File: config.mk
export PLATFORM = sky130hd
export DESIGN_NAME = pipe_hazard_ctrl_flat
export DESIGN_NICKNAME = d
export VERILOG_FILES = /design/src/rtl/pipe_ctrl_pkg.sv /design/src/rtl/pipe_hazard_ctrl_if.sv /design/src/rtl/pipe_sat_counter.sv /design/src/rtl/pipe_hazard_ctrl.sv /design/src/flat_wrapper.sv
export SDC_FILE = /design/constraint.sdc
export NUM_CORES = 1
export LEC_CHECK = 0
export ABC_CLOCK_PERIOD_IN_PS = 3350
export BUFFER_PORTS_ARGS = -buffer_cell sky130_fd_sc_hd__buf_2
export CAP_MARGIN = 25
export CORE_ASPECT_RATIO = 1.1
export CORE_MARGIN = 10
export CORE_UTILIZATION = 40
export CTS_BUF_LIST = sky130_fd_sc_hd__clkbuf_2 sky130_fd_sc_hd__clkbuf_4 sky130_fd_sc_hd__clkbuf_8
export DETAILED_ROUTE_END_ITERATION = 7
export GPL_TIMING_DRIVEN = 0
export PLACE_DENSITY = 0.78
export SYNTH_ARGS = -nofsm -noshare
export SYNTH_HDL_FRONTEND = slang
export SYNTH_SLANG_ARGS = --single-unit
File: constraint.sdc
create_clock -name clk -period 3.35 [get_ports clk]
set_clock_uncertainty 0.05 [all_clocks]
set_input_delay 0.1675 -clock clk [delete_from_list [all_inputs] [get_ports clk]]
set_output_delay 0.1675 -clock clk [all_outputs]
set_load 0.01 [all_outputs]
File: src/rtl/pipe_ctrl_pkg.sv
// Shared state encoding and opcode constants for the pipeline hazard controller.
package pipe_ctrl_pkg;

    typedef enum logic [1:0] {
        RUN      = 2'd0,
        MEM_ACC  = 2'd1,
        LOAD_USE = 2'd2,
        FLUSH    = 2'd3
    } ctrl_state_t;

    localparam logic [5:0] OP_LW = 6'b100011;
    localparam logic [5:0] OP_LB = 6'b100000;
    localparam logic [5:0] OP_SW = 6'b101011;
    localparam logic [5:0] OP_SB = 6'b101000;

    function automatic logic is_mem_op(input logic [5:0] op);
        return (op == OP_LW) || (op == OP_LB) || (op == OP_SW) || (op == OP_SB);
    endfunction

    function automatic logic is_load_op(input logic [5:0] op);
        return (op == OP_LW) || (op == OP_LB);
    endfunction

endpackage

File: src/rtl/pipe_hazard_ctrl_if.sv
// Bundle between the pipeline stages (master) and the hazard controller (slave).
interface pipe_hazard_ctrl_if;
    import pipe_ctrl_pkg::*;

    logic        ex_valid;
    logic [5:0]  ex_op;
    logic        ex_taken;
    logic [4:0]  ex_dst;
    logic [4:0]  id_rs;
    logic [4:0]  id_rt;
    logic        id_use_rs;
    logic        id_use_rt;
    logic        mem_ack;
    logic        stall_if;
    logic        stall_id;
    logic        bubble_ex;
    logic        flush_if_id;
    logic        flush_id_ex;
    logic        sram_owner;
    logic        mem_timeout;
    ctrl_state_t ctrl_state;
    logic [31:0] stat_stall;
    logic [31:0] stat_flush;

    modport master (
        output ex_valid, ex_op, ex_taken, ex_dst, id_rs, id_rt, id_use_rs, id_use_rt, mem_ack,
        input  stall_if, stall_id, bubble_ex, flush_if_id, flush_id_ex, sram_owner,
               mem_timeout, ctrl_state, stat_stall, stat_flush
    );

    modport slave (
        input  ex_valid, ex_op, ex_taken, ex_dst, id_rs, id_rt, id_use_rs, id_use_rt, mem_ack,
        output stall_if, stall_id, bubble_ex, flush_if_id, flush_id_ex, sram_owner,
               mem_timeout, ctrl_state, stat_stall, stat_flush
    );

endinterface

File: src/rtl/pipe_sat_counter.sv
// Saturating up-counter with enable and synchronous clear.
module pipe_sat_counter #(
    parameter int DATA_W = 32
) (
    input  logic              clk,
    input  logic              rst,
    input  logic              en,
    output logic [DATA_W-1:0] count
);

    always_ff @(posedge clk) begin
        if (rst)
            count <= '0;
        else if (en && (count != {DATA_W{1'b1}}))
            count <= count + 1'b1;
    end

endmodule

File: src/rtl/pipe_hazard_ctrl.sv
// Stall/flush sequencer for the 5-stage pipeline; also arbitrates the shared SRAM port.
// Optional statistics counters are built when PIPE_CTRL_STATS_EN is defined.
module pipe_hazard_ctrl
    import pipe_ctrl_pkg::*;
#(
    parameter int FLUSH_HOLD      = 1,
    parameter int LOAD_USE_CYCLES = 1,
    parameter int MEM_TIMEOUT     = 255
) (
    input  logic               clk,
    input  logic               rst,
    pipe_hazard_ctrl_if.slave  bus
);

    localparam logic [7:0] FLUSH_HOLD_C = 8'(FLUSH_HOLD);
    localparam logic [7:0] LOAD_USE_C   = 8'(LOAD_USE_CYCLES);

    ctrl_state_t state;
    logic [7:0]  cnt;
    logic [7:0]  tmo;
    logic [7:0]  tmo_next;
    logic        ld_is_load;
    logic [4:0]  ld_dst;
    logic        timeout_flag;

    logic        taken_run;
    logic        mem_run;
    logic        load_hazard;
    logic        stall;
    logic        flush;
    logic        owner;

    assign taken_run = (state == RUN) && bus.ex_valid && bus.ex_taken;
    assign mem_run   = (state == RUN) && bus.ex_valid && !bus.ex_taken && is_mem_op(bus.ex_op);
    assign tmo_next  = (tmo == 8'hFF) ? tmo : tmo + 8'd1;

    // $0 is hardwired, so a load targeting it can never feed a later reader.
    assign load_hazard = ld_is_load && (ld_dst != 5'd0) && (LOAD_USE_CYCLES > 0) &&
                         ((bus.id_use_rs && (bus.id_rs == ld_dst)) ||
                          (bus.id_use_rt && (bus.id_rt == ld_dst)));

    always_ff @(posedge clk) begin
        if (rst) begin
            state        <= RUN;
            cnt          <= '0;
            tmo          <= '0;
            ld_is_load   <= 1'b0;
            ld_dst       <= '0;
            timeout_flag <= 1'b0;
        end else begin
            case (state)
                RUN: begin
                    if (taken_run) begin
                        if (FLUSH_HOLD > 0) begin
                            state <= FLUSH;
                            cnt   <= FLUSH_HOLD_C;
                        end
                    end else if (mem_run) begin
                        state      <= MEM_ACC;
                        tmo        <= '0;
                        ld_is_load <= is_load_op(bus.ex_op);
                        ld_dst     <= bus.ex_dst;
                    end
                end
                MEM_ACC: begin
                    if (bus.mem_ack) begin
                        if (load_hazard) begin
                            state <= LOAD_USE;
                            cnt   <= LOAD_USE_C;
                        end else begin
                            state <= RUN;
                        end
                    end else begin
                        tmo <= tmo_next;
                        if (int'(tmo_next) >= MEM_TIMEOUT)
                            timeout_flag <= 1'b1;
                    end
                end
                LOAD_USE, FLUSH: begin
                    cnt <= cnt - 8'd1;
                    if (cnt <= 8'd1)
                        state <= RUN;
                end
                default: state <= RUN;
            endcase
        end
    end

    always_comb begin
        stall = 1'b0;
        flush = 1'b0;
        owner = 1'b0;
        case (state)
            RUN:      flush = taken_run;
            MEM_ACC:  begin stall = 1'b1; owner = 1'b1; end
            LOAD_USE: stall = 1'b1;
            FLUSH:    flush = 1'b1;
            default:  ;
        endcase
    end

    assign bus.stall_if    = stall;
    assign bus.stall_id    = stall;
    assign bus.bubble_ex   = stall;
    assign bus.flush_if_id = flush;
    assign bus.flush_id_ex = flush;
    assign bus.sram_owner  = owner;
    assign bus.mem_timeout = timeout_flag;
    assign bus.ctrl_state  = state;

`ifdef PIPE_CTRL_STATS_EN
    logic [31:0] stat_stall_cnt;
    logic [31:0] stat_flush_cnt;

    pipe_sat_counter #(.DATA_W(32)) u_stat_stall (
        .clk   (clk),
        .rst   (rst),
        .en    (stall),
        .count (stat_stall_cnt)
    );

    pipe_sat_counter #(.DATA_W(32)) u_stat_flush (
        .clk   (clk),
        .rst   (rst),
        .en    (taken_run),
        .count (stat_flush_cnt)
    );

    assign bus.stat_stall = stat_stall_cnt;
    assign bus.stat_flush = stat_flush_cnt;
`else
    assign bus.stat_stall = '0;
    assign bus.stat_flush = '0;
`endif

endmodule
File: src/flat_wrapper.sv
// flat-port wrapper written by rule: the top's interface ports become plain ports
module pipe_hazard_ctrl_flat import pipe_ctrl_pkg::*;
#(
    parameter int FLUSH_HOLD      = 1,
    parameter int LOAD_USE_CYCLES = 1,
    parameter int MEM_TIMEOUT     = 255
)
  (clk, rst, bus_ex_valid, bus_ex_op, bus_ex_taken, bus_ex_dst, bus_id_rs, bus_id_rt, bus_id_use_rs, bus_id_use_rt, bus_mem_ack, bus_stall_if, bus_stall_id, bus_bubble_ex, bus_flush_if_id, bus_flush_id_ex, bus_sram_owner, bus_mem_timeout, bus_ctrl_state, bus_stat_stall, bus_stat_flush);
  pipe_hazard_ctrl_if bus_i ();
  input  logic clk;
  input  logic rst;
  input wire logic [$bits(bus_i.ex_valid)-1:0] bus_ex_valid;
  input wire logic [$bits(bus_i.ex_op)-1:0] bus_ex_op;
  input wire logic [$bits(bus_i.ex_taken)-1:0] bus_ex_taken;
  input wire logic [$bits(bus_i.ex_dst)-1:0] bus_ex_dst;
  input wire logic [$bits(bus_i.id_rs)-1:0] bus_id_rs;
  input wire logic [$bits(bus_i.id_rt)-1:0] bus_id_rt;
  input wire logic [$bits(bus_i.id_use_rs)-1:0] bus_id_use_rs;
  input wire logic [$bits(bus_i.id_use_rt)-1:0] bus_id_use_rt;
  input wire logic [$bits(bus_i.mem_ack)-1:0] bus_mem_ack;
  output wire logic [$bits(bus_i.stall_if)-1:0] bus_stall_if;
  output wire logic [$bits(bus_i.stall_id)-1:0] bus_stall_id;
  output wire logic [$bits(bus_i.bubble_ex)-1:0] bus_bubble_ex;
  output wire logic [$bits(bus_i.flush_if_id)-1:0] bus_flush_if_id;
  output wire logic [$bits(bus_i.flush_id_ex)-1:0] bus_flush_id_ex;
  output wire logic [$bits(bus_i.sram_owner)-1:0] bus_sram_owner;
  output wire logic [$bits(bus_i.mem_timeout)-1:0] bus_mem_timeout;
  output wire logic [$bits(bus_i.ctrl_state)-1:0] bus_ctrl_state;
  output wire logic [$bits(bus_i.stat_stall)-1:0] bus_stat_stall;
  output wire logic [$bits(bus_i.stat_flush)-1:0] bus_stat_flush;
  assign bus_i.ex_valid = bus_ex_valid;
  assign bus_i.ex_op = bus_ex_op;
  assign bus_i.ex_taken = bus_ex_taken;
  assign bus_i.ex_dst = bus_ex_dst;
  assign bus_i.id_rs = bus_id_rs;
  assign bus_i.id_rt = bus_id_rt;
  assign bus_i.id_use_rs = bus_id_use_rs;
  assign bus_i.id_use_rt = bus_id_use_rt;
  assign bus_i.mem_ack = bus_mem_ack;
  assign bus_stall_if = bus_i.stall_if;
  assign bus_stall_id = bus_i.stall_id;
  assign bus_bubble_ex = bus_i.bubble_ex;
  assign bus_flush_if_id = bus_i.flush_if_id;
  assign bus_flush_id_ex = bus_i.flush_id_ex;
  assign bus_sram_owner = bus_i.sram_owner;
  assign bus_mem_timeout = bus_i.mem_timeout;
  assign bus_ctrl_state = bus_i.ctrl_state;
  assign bus_stat_stall = bus_i.stat_stall;
  assign bus_stat_flush = bus_i.stat_flush;
  pipe_hazard_ctrl #(.FLUSH_HOLD(FLUSH_HOLD), .LOAD_USE_CYCLES(LOAD_USE_CYCLES), .MEM_TIMEOUT(MEM_TIMEOUT)) u_core (.clk(clk), .rst(rst), .bus(bus_i));
endmodule
# After elaboration in Yosys (flattened, before gate mapping)
# Cells that the tools add are included.
# W data, S select, Z words.
[word_totals] regBits=25 latch_bits=0 ram_bits=0 mem_bits_ro=0 inputBits=28 word_cells=71 memories=0
[op_classes] add_sub_neg=2 multipliers=0 div_mod_pow=0 order_cmp=2 n_eq_ne=18 shifts=0 muxes=18 bitwise_logic=2 n_reduce_logical=23
[op_table] operator="$mux W8" n=7
[op_table] operator="$eq A6 B6 Y1 const B" n=4
[op_table] operator="$pmux W8 S3" n=1
[op_table] operator="$pmux W8 S2" n=1
[op_table] operator="$reduce_and A3 Y1" n=4
[op_table] operator="$eq A5 B5 Y1" n=2
[op_table] operator="$mux W2" n=5
[op_table] operator="$add A8 B1 Y8 const B" n=1
[op_table] operator="$eq A8 B8 Y1 const B" n=1
[op_table] operator="$ge A8 B8 Y1 const B" n=1
[op_table] operator="$le A8 B1 Y1 const B" n=1
[op_table] operator="$logic_and A1 B1 Y1" n=8
[op_table] operator="$ne A2 B1 Y1 const B" n=4
[op_table] operator="$sub A8 B1 Y8 const B" n=1
[op_table] operator="$ne A2 B2 Y1 const B" n=3
[op_table] operator="$pmux W2 S3" n=1
[op_table] operator="$reduce_bool A5 Y1" n=1
[op_table] operator="$eq A2 B2 Y1 const B" n=2
[op_table] operator="$logic_or A1 B1 Y1" n=4
[op_table] operator="$reduce_and A4 Y1" n=1
[op_table] operator="$reduce_or A2 Y1" n=2
[op_table] operator="$ne A3 B1 Y1 const B" n=1
[op_table] operator="$eq A2 B1 Y1 const B" n=1
[op_table] operator="$logic_not A2 Y1" n=1
[op_table] operator="5 further kinds" n=7

# Logic depth before layout (Yosys ltp)
# Gate-level depths: netlist of the first run.
[depth] depth_word=8 ltp_mapped=8 ltp_nobuf=7

# Worst setup path after synthesis of the first run
# Ideal clock, no wire load.
[synth_timing] path_kind="reg-to-reg" start="reg u_core.cnt[4]" end="reg u_core.state[0] (netlist: u_core.bus.ctrl_state[0])" setup_time_ns=0.128 arrival_ns=1.752 t_required_ns=3.172 setup_slack_ns=1.420 path_stages_with_launch=6 n_path_buf=0 synth_period_minus_slack_ns=1.930 cell_sequence="dfxtp_1 or3_4 or4b_4 a221oi_2 mux2i_1 nor2_1"
[synth_between] elab_chain_cells=3
[synth_rtl] item="start, declared" line="pipe_hazard_ctrl.sv:19" rtl="logic [7:0] cnt;"
[synth_rtl] item="start signal, assigned" line="pipe_hazard_ctrl.sv:80" rtl="cnt <= cnt - 8'd1;"
[synth_rtl] item="$le A8 B1 Y1" line="pipe_hazard_ctrl.sv:81" rtl="if (cnt <= 8'd1)"
[synth_rtl] item="$ne A2 B1 Y1 (no line)"
[synth_rtl] item="$reduce_and A3 Y1 (no line)"
[synth_rtl] item="end signal, assigned" line="pipe_hazard_ctrl.sv:71" rtl="state <= RUN;"
[synth_rtl] item="end signal, assigned" line="pipe_hazard_ctrl.sv:82" rtl="state <= RUN;"
[synth_rtl] item="end signal, assigned" line="pipe_hazard_ctrl.sv:84" rtl="default: state <= RUN;"
[synth_rtl] item="end, declared" line="pipe_hazard_ctrl.sv:18" rtl="ctrl_state_t state;"
# Every way passes these cells.
# A chain may end at the register's enable or synchronous reset.

# Worst setup path in the final report of the first run
[layout_timing] start="reg u_core.state[0] (netlist: u_core.bus.ctrl_state[0])" end="reg u_core.cnt[1]"
[layout_between] elab_chain_cells=5 word_cells_on_any_way=12 cone_classes="eq/ne (6); mux (1); reduce/logical (5)"
[layout_rtl] item="start signal, assigned" line="pipe_hazard_ctrl.sv:44" rtl="state <= RUN;"
[layout_rtl] item="start signal, assigned" line="pipe_hazard_ctrl.sv:55" rtl="state <= FLUSH;"
[layout_rtl] item="start signal, assigned" line="pipe_hazard_ctrl.sv:59" rtl="state <= MEM_ACC;"
[layout_rtl] item="$logic_not A2 Y1" line="pipe_hazard_ctrl.sv:33, pipe_hazard_ctrl.sv:51"
[layout_rtl] item="$logic_and A1 B1 Y1 (2 in series)" line="pipe_hazard_ctrl.sv:33" rtl="assign taken_run = (state == RUN) && bus.ex_valid && bus.ex_taken;"
[layout_rtl] item="$ne A2 B1 Y1 (no line)"
[layout_rtl] item="$reduce_and A3 Y1 (no line)"
# Several ways; a longest one is shown, not always the timed one.

==> qor.txt, run 1 <==
Final hold slack -> 63.2 ps
DRC viols -> 0
Average size of a mapped cell -> 7.90 um2
Peak VDD IR -> 0.199 mV
Chip Width -> 90.7 um
Instance count on the critical path -> 8
Cells after DPL -> 451
Core ar. -> 5360 um2
RSZ-0062 raised after global routing -> false
Pwr per Cell Area -> 503 nW/um2
H-tree Lvls -> 1
Final period util -> 64.3%
Clk Latency, worst-skew pair -> 280 ps
Cell Chain, Critical Path -> inv_1 > ha_1 > clkbuf_8 > a21boi_1 > nor2b_1 > nand2_1 > o22ai_1 > mux2i_1
Unique masters post-synth -> 55
Routed WL per cell -> 12.3 um
Design area -> 2750 um2
Worst Hold Launch -> bus_ex_dst[0]
Slowest stage delay, CP -> 400 ps
Area of the multi-input gates -> 1370 um2
CP endpoint kind -> register
Setup violators final -> 0
# nets final -> 417
DR iter-0 viols -> 143
Pin count of the biggest net entering global routing -> 15
Post-CTS Hold Fix Bufs -> 0
Final hold viol count -> 0
WL final -> 5600 um
Synth warn -> 0
Synthesized instance count -> 278
GRT overflow -> 0
Tmin final -> 2150 ps
Setup crit start -> u_core.bus.ctrl_state[0]
Pre-Repair DR Iteration Count -> 4
Gpl congestion -> 0.921
Reg area -> 500 um2
Worst reg2reg path startpoint -> u_core.bus.ctrl_state[0]
LEAKAGE -> 1.38 nW
Worst min-delay path class -> in2reg
Vias in the first global route -> 2034
Layout cells sized above 1 -> 30.5%
Setup CP Type -> reg2reg
Worst reg-to-reg setup slack -> 1200 ps
Critical path arrival -> 2320 ps
# diodes -> 0
# clock sinks -> 25
Via count -> 2079
Worst r2r dst -> u_core.cnt[1]
Worst-path maximum fanout -> 10
Maxcap violations -> 0
CP delay by family, top -> compound AO/OA/AOI/OAI gates
CP Launch Type -> register
Placed wire-length estimate -> 4570 um
Slowest cell on the critical path -> dfxtp_1
Synth Cell Area -> 2200 um2
IO Count -> 101
Worst Path Required -> 3510 ps
FF+latch count, synth -> 25
Fmax -> 0.465 GHz
Initial antenna violation count -> 0
Port bufs -> 35
Worst Setup EP -> u_core.cnt[1]
Placed inst area -> 2700 um2
Status -> finished clean
CTS root buf -> clkbuf_8
Post-synth EDFFs -> 0
Fin Setup TNS -> 0 ps
CP Buf/Inv Count -> 2
FILL cells -> 506
Slew Limit Headroom -> 55.9%
Sequential area share after synthesis -> 22.8%
Vias/cell -> 4.57
Global-route wire length before repair -> 9330 um
Final antenna-violating net count -> 0
Layout area overhead -> 25.1%
Maximum clock insertion buffer count -> 2
All-Layer GR Usage -> 12.1%
Top FF cell, synth -> dfxtp_1
Slew Viols, Final -> 0
Die Y -> 97.7 um
Initial Util -> 41.0%
CTS tree -> yes
Worst slew pin tran -> 662 ps
Asr flop ratio synth -> 0%
PostCTS Resize Cnt -> 0
Reg2Reg Depth -> 8
Post-CTS setup buffer count -> 0
Clock Pin Slew Worst Setup and Hold Paths -> 90 ps
TritonCTS Buffers -> 3
Standard-cell row count -> 28
Die ar. -> 8860 um2
Post-route insts no fill -> 455
-- through the flow --
step           util (%)  setup slack (ps)  total power [mW]
2_1_floorplan         -              1420             0.985
3_3_place_gp       50.4              1310              1.16
3_5_place_dp       50.4              1240              1.18
4_1_cts            51.3              1200              1.37
5_1_grt            51.3               944              1.49
6_report           51.3              1200              1.38
-- metal layers --
metal	global-route usage, %	vias to the layer above	routed length [um]
li1	-	1062	-
met1	12.4	906	2090
met2	21.8	98	2850
met3	4.52	13	550
met4	5.02	0	117
met5	0	-	0
-- sequential cells by signal, indices dropped and copies added, names as in the netlist --
name and flops:
u_core.bus.mem_timeout 1, u_core.tmo 8, u_core.bus.ctrl_state 2, u_core.ld_dst 5
u_core.ld_is_load 1, u_core.cnt 8
-- cell families (layout without fill, tap and decap cells) --
family	after synthesis	count (layout)	synth area share (%)
simple gates	86	86	20.6
xor+xnor	11	11	4.39
buf+inv	81	120	25.8
other cells	1	64	0.171
flops	25	25	22.8
fa+ha+maj	8	8	4.56
mux	9	9	4.10
compound gates	57	57	17.7
-- worst min path at each step --
stage,end,cells past startpoint
finish,u_core.ld_dst[0],3
global placement,u_core.ld_dst[1],3
detailed placement,u_core.ld_dst[0],3
CTS,u_core.ld_dst[0],3
global route,u_core.ld_dst[0],3
floorplan,u_core.ld_dst[0],2
-- tightest hold or removal path, delay by kind of cell --
kind | cells | cell delay, ps
multiplexers | 1 | 50
buffers and inverters | 1 | 70
AND/OR/NAND/NOR | 1 | 70
-- cell usage in the layout, fill, tap and decap left out, drive strengths merged, types with 4 or more instances in the layout --
cell type / instances
buf: 103
clkbuf: 9
or4: 4
o21ai: 13
mux2i: 9
conb: 64
or3: 5
a21oi: 11
a31oi: 4
dfxtp: 25
o2111ai: 5
nand2: 19
nor2: 24
xor2: 8
ha: 8
inv: 6
nand3: 10
-- layout make-up --
class / instances / share of cell area [%]
Tap cell: 75 / 3.41
Clock inverter: 1 / 0.182
Inverter: 7 / 0.956
Timing Repair Buffer: 35 / 6.37
Sequential cell: 25 / 18.2
Buffer: 74 / 19.7
Clock buffer: 3 / 1.50
Multi-Input combinational cell: 235 / 49.7
-- cell usage after synthesis (all sizes together), types with 4 or more instances --
cell     number  share of area, %
a21oi        11               2.5
a31oi         4               1.1
buf          68                23
clkbuf        6               1.5
dfxtp        25                23
ha            8               4.6
inv           6               1.0
mux2i         9               4.1
nand2        19               3.2
nand3        10               2.3
nor2         24               4.1
o2111ai       5               2.0
o21ai        13               3.0
or3           5               1.7
or4           4               1.5
xor2          8               3.2
-- report_power, final --
group	total [mW]	internal (mW)	switching [mW]
clock network	0.189	0.0836	0.106
registers	0.379	0.335	0.0439
logic	0.815	0.366	0.449
Note: power is estimated with default switching activity, not from simulation.
==> run 2, diff against run 1 <==
- ABC_AREA: default -> 1
- ABC_CLOCK_PERIOD_IN_PS: 3350 -> 1900
- PLACE_DENSITY: 0.78 -> 0.8
- clock period: 3.35 -> 1.9 ns (I/O delays scaled with it)
==> run 2 against run 1 <==
Design area increased by 4.5%. Worst hold slack got worse by 15 ps. Sequential cell count unchanged. Global-route usage decreased by 0.17 points. Setup slack got worse by 1100 ps. Maximum frequency increased by 21%. First-iteration DRC count decreased by 39%. Critical path depth unchanged. Final cell count increased by 18%. Count of clock-buffer cells in the layout unchanged.
==> qor.txt, run 2 <==
Final hold viol count -> 0 (unchanged)
Initial Util -> 41.9% (+0.95 points)
Critical path arrival -> 1930 ps (-390 ps)
Sequential area share after synthesis -> 21.8% (-0.94 points)
Chip Width -> 92.2 um (+1.7%)
Core ar. -> 5470 um2 (+2.0%)
LEAKAGE -> 1.63 nW (+18%)
Setup CP Type -> reg2reg
Layout area overhead -> 25.3%
Synth Cell Area -> 2290 um2 (+4.3%)
Most frequent cells in the layout -> nand2_1, buf_4, conb_1
Slew Viols, Final -> 0 (unchanged)
CP Launch Type -> register
Vias in the first global route -> 2134 (+4.9%)
Clock Pin Slew Worst Setup and Hold Paths -> 90 ps (about the same)
RSZ-0062 raised after global routing -> true
Standard-cell row count -> 28 (unchanged)
Maxcap violations -> 0 (unchanged)
H-tree Lvls -> 1 (unchanged)
Status -> finished clean
Layout cells sized above 1 -> 28.4% (-2.1 points)
Global-route wire length before repair -> 9410 um (+0.89%)
Setup violators final -> 0 (unchanged)
Routed WL per cell -> 10.4 um (-15%)
Area leader, netlist -> buf_4
All-Layer GR Usage -> 11.9% (-0.17 points)
Final antenna-violating net count -> 0 (unchanged)
Met2 WL -> 2930 um (+2.9%)
Pin count of the biggest net entering global routing -> 15 (unchanged)
Asr flop ratio synth -> 0% (unchanged)
Worst slew pin tran -> 520 ps (-142 ps)
# nets final -> 498 (+19%)
Slew Limit Headroom -> 65.1% (+9.2 points)
Setup ws final -> 126 ps (-1070 ps)
# clock sinks -> 25 (unchanged)
Post-synth EDFFs -> 0 (unchanged)
TritonCTS Buffers -> 3 (unchanged)
Worst-path maximum fanout -> 8 (-2)
Average size of a mapped cell -> 6.42 um2 (-19%)
Fin Setup TNS -> 0 ps (unchanged)
# diodes -> 0 (unchanged)
Largest cells by area after synthesis -> buf_4, dfxtp_1, nand2_1
Worst min-delay path class -> in2reg
Placed inst area -> 2800 um2 (+3.7%)
Top FF cell, synth -> dfxtp_1
Die ar. -> 9160 um2 (+3.4%)
Yosys top cell area share -> 22.3% (-0.62 points)
Clk Latency, worst-skew pair -> 270 ps (about the same)
Gpl congestion -> 0.831 (-9.8%)
Vias/cell -> 4.25 (-7.0%)
Unique masters post-synth -> 29 (-47%)
Maximum clock insertion buffer count -> 2 (unchanged)
Fmax -> 0.564 GHz (+21%)
Final period util -> 93.4% (+29 points)
DR top layer -> met4
Placed wire-length estimate -> 4790 um (+4.8%)
Setup slack at placement -> -47.6 ps (-1290 ps)
Top-count cell post-synth -> nand2_1
DRC viols -> 0 (unchanged)
Power after layout -> 2.50 mW (+81%)
Pre-Repair DR Iteration Count -> 4 (unchanged)
CTS root buf -> clkbuf_8
Pwr per Cell Area -> 871 nW/um2 (+73%)
Regs by FF count -> u_core.cnt (8), u_core.tmo (8), u_core.ld_dst (5)
Synthesized instance count -> 357 (+28%)
Design area -> 2870 um2 (+4.5%)
Worst Path Required -> 2050 ps (-1460 ps)
GRT overflow -> 0 (unchanged)
Die Y -> 99.4 um (+1.7%)
Met3 wire len -> 424 um (-23%)
WL met1 -> 2170 um (+3.8%)
IO Count -> 101 (unchanged)
Tmin final -> 1770 ps (-378 ps)
Via count -> 2277 (+9.5%)
Top post-synthesis cells by count -> nand2_1, buf_4, inv_1
Commonest non-fill, non-tap cell in the layout -> nand2_1
CP endpoint kind -> register
Synth warn -> 0 (unchanged)
WL final -> 5600 um (about the same)
CTS tree -> yes
Port bufs -> 36 (+2.9%)
DR iter-0 viols -> 87 (-39%)
Peak VDD IR -> 0.577 mV (+190%)
Initial antenna violation count -> 0 (unchanged)
FF+latch count, synth -> 25 (unchanged)
Final core utilization -> 52.6% (+1.3 points)
[run 2: per-stage QoR]
stage          instances  hold slack [ps]
3_3_place_gp         531              232
2_1_floorplan        420              144
4_1_cts              536             49.8
6_report             536             48.1
3_5_place_dp         531              237
5_1_grt              536             87.0
[run 2: layout make-up]
class	count	area (um2)
well taps	75	93.8
repair buffers	37	190
clock inverters	1	5.00
flip-flops and latches	25	502
clock buffers	3	41.3
fillers	575	2590
plain buffers	72	541
inverters	41	154
multi-input cells	282	1350
[run 2: per-layer routing]
layer  vias to the layer above  track usage [%]
met5                         -                0
met4                         0             3.56
met3                         6             3.98
met2                        67             22.9
met1                      1006             11.8
li1                       1198                -
[run 2: kinds of logic (layout without fill, tap and decap cells)]
| family | count (synthesis) | in the layout | share of synthesized area, % |
|---|---|---|---|
| AO/OA/AOI/OAI | 42 | 42 | 10.3 |
| buffers and inverters | 113 | 154 | 30.3 |
| adder cells (fa/ha/maj) | 8 | 8 | 4.37 |
| other | 1 | 64 | 0.164 |
| flip-flops | 25 | 25 | 21.8 |
| AND/OR/NAND/NOR | 164 | 164 | 31.5 |
| XOR/XNOR | 4 | 4 | 1.53 |
[run 2: final timing paths]
path                            startpoint                     end  slack, ps  depth (start not counted)
setup / recovery  u_core.bus.ctrl_state[1]           u_core.tmo[0]        130                          8
hold / removal               bus_ex_dst[1]        u_core.ld_dst[1]         50                          3
setup reg to reg  u_core.bus.ctrl_state[1]           u_core.tmo[0]        130                          8
hold reg to reg     u_core.bus.mem_timeout  u_core.bus.mem_timeout        430                          2
[run 2: worst max-delay path, cell delays in order (launching register included)]
cell	delay [ps]
dfxtp_1	360
inv_1	130
ha_2	280
inv_2	50
nor2_2	180
inv_1	130
a21oi_4	250
nand3_1	110
a21oi_1	160
[run 2: power by group]
part	internal (mW)	switching [mW]
logic	0.609	0.821
registers	0.632	0.113
clock network	0.147	0.180
[run 2: timing repair]
action                     CTS  global route
hold buffers                 1             0
pin swaps                    0             1
hold endpoints to repair     1             0
setup buffers                0             0
gates resized for setup      2             5
cloned                       0             0
setup endpoints to repair    3            20
==> run 3, diff against run 2 <==
- REMOVE_ABC_BUFFERS: default -> 1
==> run 3 against run 2 <==
Clock power grew 1%. Setup slack improved by 32 ps. Sequential power is essentially flat. Register-to-register slack gained 30 ps. Combinational power shrank 10%. Maximum frequency up 1.8%. Critical path depth is the same. Power down 5.8%. Largest power group unchanged. Highest routed layer unchanged.
==> qor.txt, run 3 (same netlist as run 2, synthesis figures left out) <==
Layout area overhead -> 3.38%
CP Launch Type -> register
Worst reg2reg path startpoint -> u_core.bus.ctrl_state[0]
FILL cells -> 561 (-2.4%)
Pre-Repair DR Iteration Count -> 4 (unchanged)
Fmax -> 0.574 GHz (+1.8%)
Final period util -> 91.7% (-1.7 points)
Slowest stage delay, CP -> 350 ps (about the same)
Clock Pin Slew Worst Setup and Hold Paths -> 100 ps (about the same)
Initial antenna violation count -> 0 (unchanged)
Setup slack at placement -> -305 ps (-257 ps)
Global-route wire length before repair -> 8290 um (-12%)
Commonest non-fill, non-tap cell in the layout -> nand2_1
P_int -> 1.25 mW (-9.8%)
All-Layer GR Usage -> 10.4% (-1.6 points)
RSZ-0062 raised after global routing -> false
Pin count of the biggest net entering global routing -> 17 (+2)
Die Y -> 99.4 um (unchanged)
IO Count -> 101 (unchanged)
Peak VDD IR -> 0.609 mV (+5.4%)
Clk Latency, worst-skew pair -> 280 ps (about the same)
Port bufs -> 36 (unchanged)
Instance count on the critical path -> 8 (unchanged)
Vias in the first global route -> 1937 (-9.2%)
CTS tree -> yes
Status -> finished clean
Die ar. -> 9160 um2 (unchanged)
Pwr per Cell Area -> 995 nW/um2 (+14%)
Slew Limit Headroom -> 65.9% (+0.85 points)
# clock sinks -> 25 (unchanged)
Slowest cell on the critical path -> dfxtp_1
Flop pwr share -> 31.5% (+1.7 points)
Regs by FF count -> u_core.cnt (8), u_core.tmo (8), u_core.ld_dst (5)
DR iter-0 viols -> 81 (-6.9%)
Setup CP Type -> reg2reg
Vias/cell -> 4.44 (+4.6%)
H-tree Lvls -> 1 (unchanged)
Final hold slack -> 38.5 ps (-9.62 ps)
Cells after DPL -> 459 (-14%)
Via count -> 2066 (-9.3%)
LEAKAGE -> 1.24 nW (-24%)
Placed wire-length estimate -> 4250 um (-11%)
Routed WL per cell -> 11.1 um (+6.1%)
Layout cells sized above 1 -> 16.4% (-12 points)
Worst Hold Launch -> bus_ex_dst[4]
Depth of the worst hold-timing path -> 3 (unchanged)
CTS root buf -> clkbuf_8
Worst min-delay path class -> in2reg
Tmin final -> 1740 ps (-31.7 ps)
Worst Path Required -> 2060 ps (about the same)
CP Buf/Inv Count -> 2 (-1)
Critical path arrival -> 1900 ps (-30 ps)
Worst slew pin tran -> 507 ps (-12.7 ps)
Post-route insts no fill -> 465 (-13%)
Clk network pwr share -> 14.0% (+0.9 points)
# diodes -> 0 (unchanged)
Setup crit start -> u_core.bus.ctrl_state[0]
Core ar. -> 5470 um2 (unchanged)
Final antenna-violating net count -> 0 (unchanged)
Maxcap violations -> 0 (unchanged)
CP endpoint kind -> register
Initial Util -> 41.9% (unchanged)
GRT overflow -> 0 (unchanged)
Final hold viol count -> 0 (unchanged)
Chip Width -> 92.2 um (unchanged)
Setup violators final -> 0 (unchanged)
WL final -> 5160 um (-7.9%)
Net Switching -> 1.10 mW (-0.75%)
Cell Chain, Critical Path -> inv_1 > ha_2 > inv_1 > a21oi_1 > nand2_1 > nand3_1 > o21ai_1 > a21oi_1
Comb power frac -> 54.4% (-2.8 points)
DRC viols -> 0 (unchanged)
Setup ws final -> 157 ps (+31.7 ps)
Slew Viols, Final -> 0 (unchanged)
Worst-path maximum fanout -> 4 (-4)
Most frequent cells in the layout -> nand2_1, conb_1, inv_1
Maximum clock insertion buffer count -> 2 (unchanged)
CP delay by family, top -> compound AO/OA/AOI/OAI gates
Reg2Reg Depth -> 8 (unchanged)
Net Sw Frac -> 46.9% (+2.4 points)
Gpl congestion -> 0.910 (+9.5%)
TritonCTS Buffers -> 3 (unchanged)
# nets final -> 427 (-14%)
Standard-cell row count -> 28 (unchanged)
==> run 3: cell types whose count changed in the layout (fill, tap and decap cells not counted), sizes merged <==
cell,previous run,this run
buf,107,37
clkbuf,4,3
clkinv,1,0
clkinvlp,0,1
==> run 3: layer usage <==
metal  up-vias  track usage, %  wire length (um)
met5         -               0                 0
met4         0            2.38                37
met3         5            5.64               654
met2        83            19.2              2550
met1       917            9.79              1910
li1       1061               -                 -
==> run 3: worst paths after layout <==
kind,end,slack [ps]
min,u_core.ld_dst[4],40
max reg2reg,u_core.bus.ctrl_state[0],160
max,u_core.bus.ctrl_state[0],160
min reg2reg,u_core.bus.mem_timeout,430
==> run 3: metrics by stage <==
step	area, um2	power [mW]	util [%]	setup TNS (ps)
final	2370	2.36	43.4	0
after global routing	2370	2.58	43.4	0
after CTS	2340	2.31	42.9	0
after detailed placement	2260	1.96	41.4	-2680
after global placement	2260	1.92	41.4	-1860
after floorplan	1990	1.66	-	0
==> run 3: power by group through the flow <==
stage / Sequential, mW / Clock (mW) / Combinational [mW]
finish: 0.744 / 0.331 / 1.28
CTS: 0.740 / 0.341 / 1.23
global route: 0.760 / 0.369 / 1.45
global placement: 0.747 / 0 / 1.18
detailed placement: 0.751 / 0 / 1.21
floorplan: 0.732 / 0 / 0.926
==> run 3: timing repair <==
item                                   in CTS  in global routing
pin swaps                                   1                  1
gates cloned                                0                  0
endpoints found under the hold margin       1                  0
setup endpoints to repair                  18                 20
setup buffers                               1                  0
hold buffers                                1                  0
gates resized for setup                     4                  9
==> run 3: layout make-up <==
class                      instances  area, um2  share of cell area, %
clock buffer                       3       41.3                   1.74
clock inverter                     1       7.51                  0.317
inverter                          41        154                   6.49
multi-input combinational        282       1370                   58.0
sequential                        25        502                   21.2
tap                               75       93.8                   3.96
timing repair buffer              38        198                   8.34
==> run 3: worst min-delay path, stage by stage <==
cell and delay [ps]:
buf_2 70, o21ai_0 70, a21oi_1 100
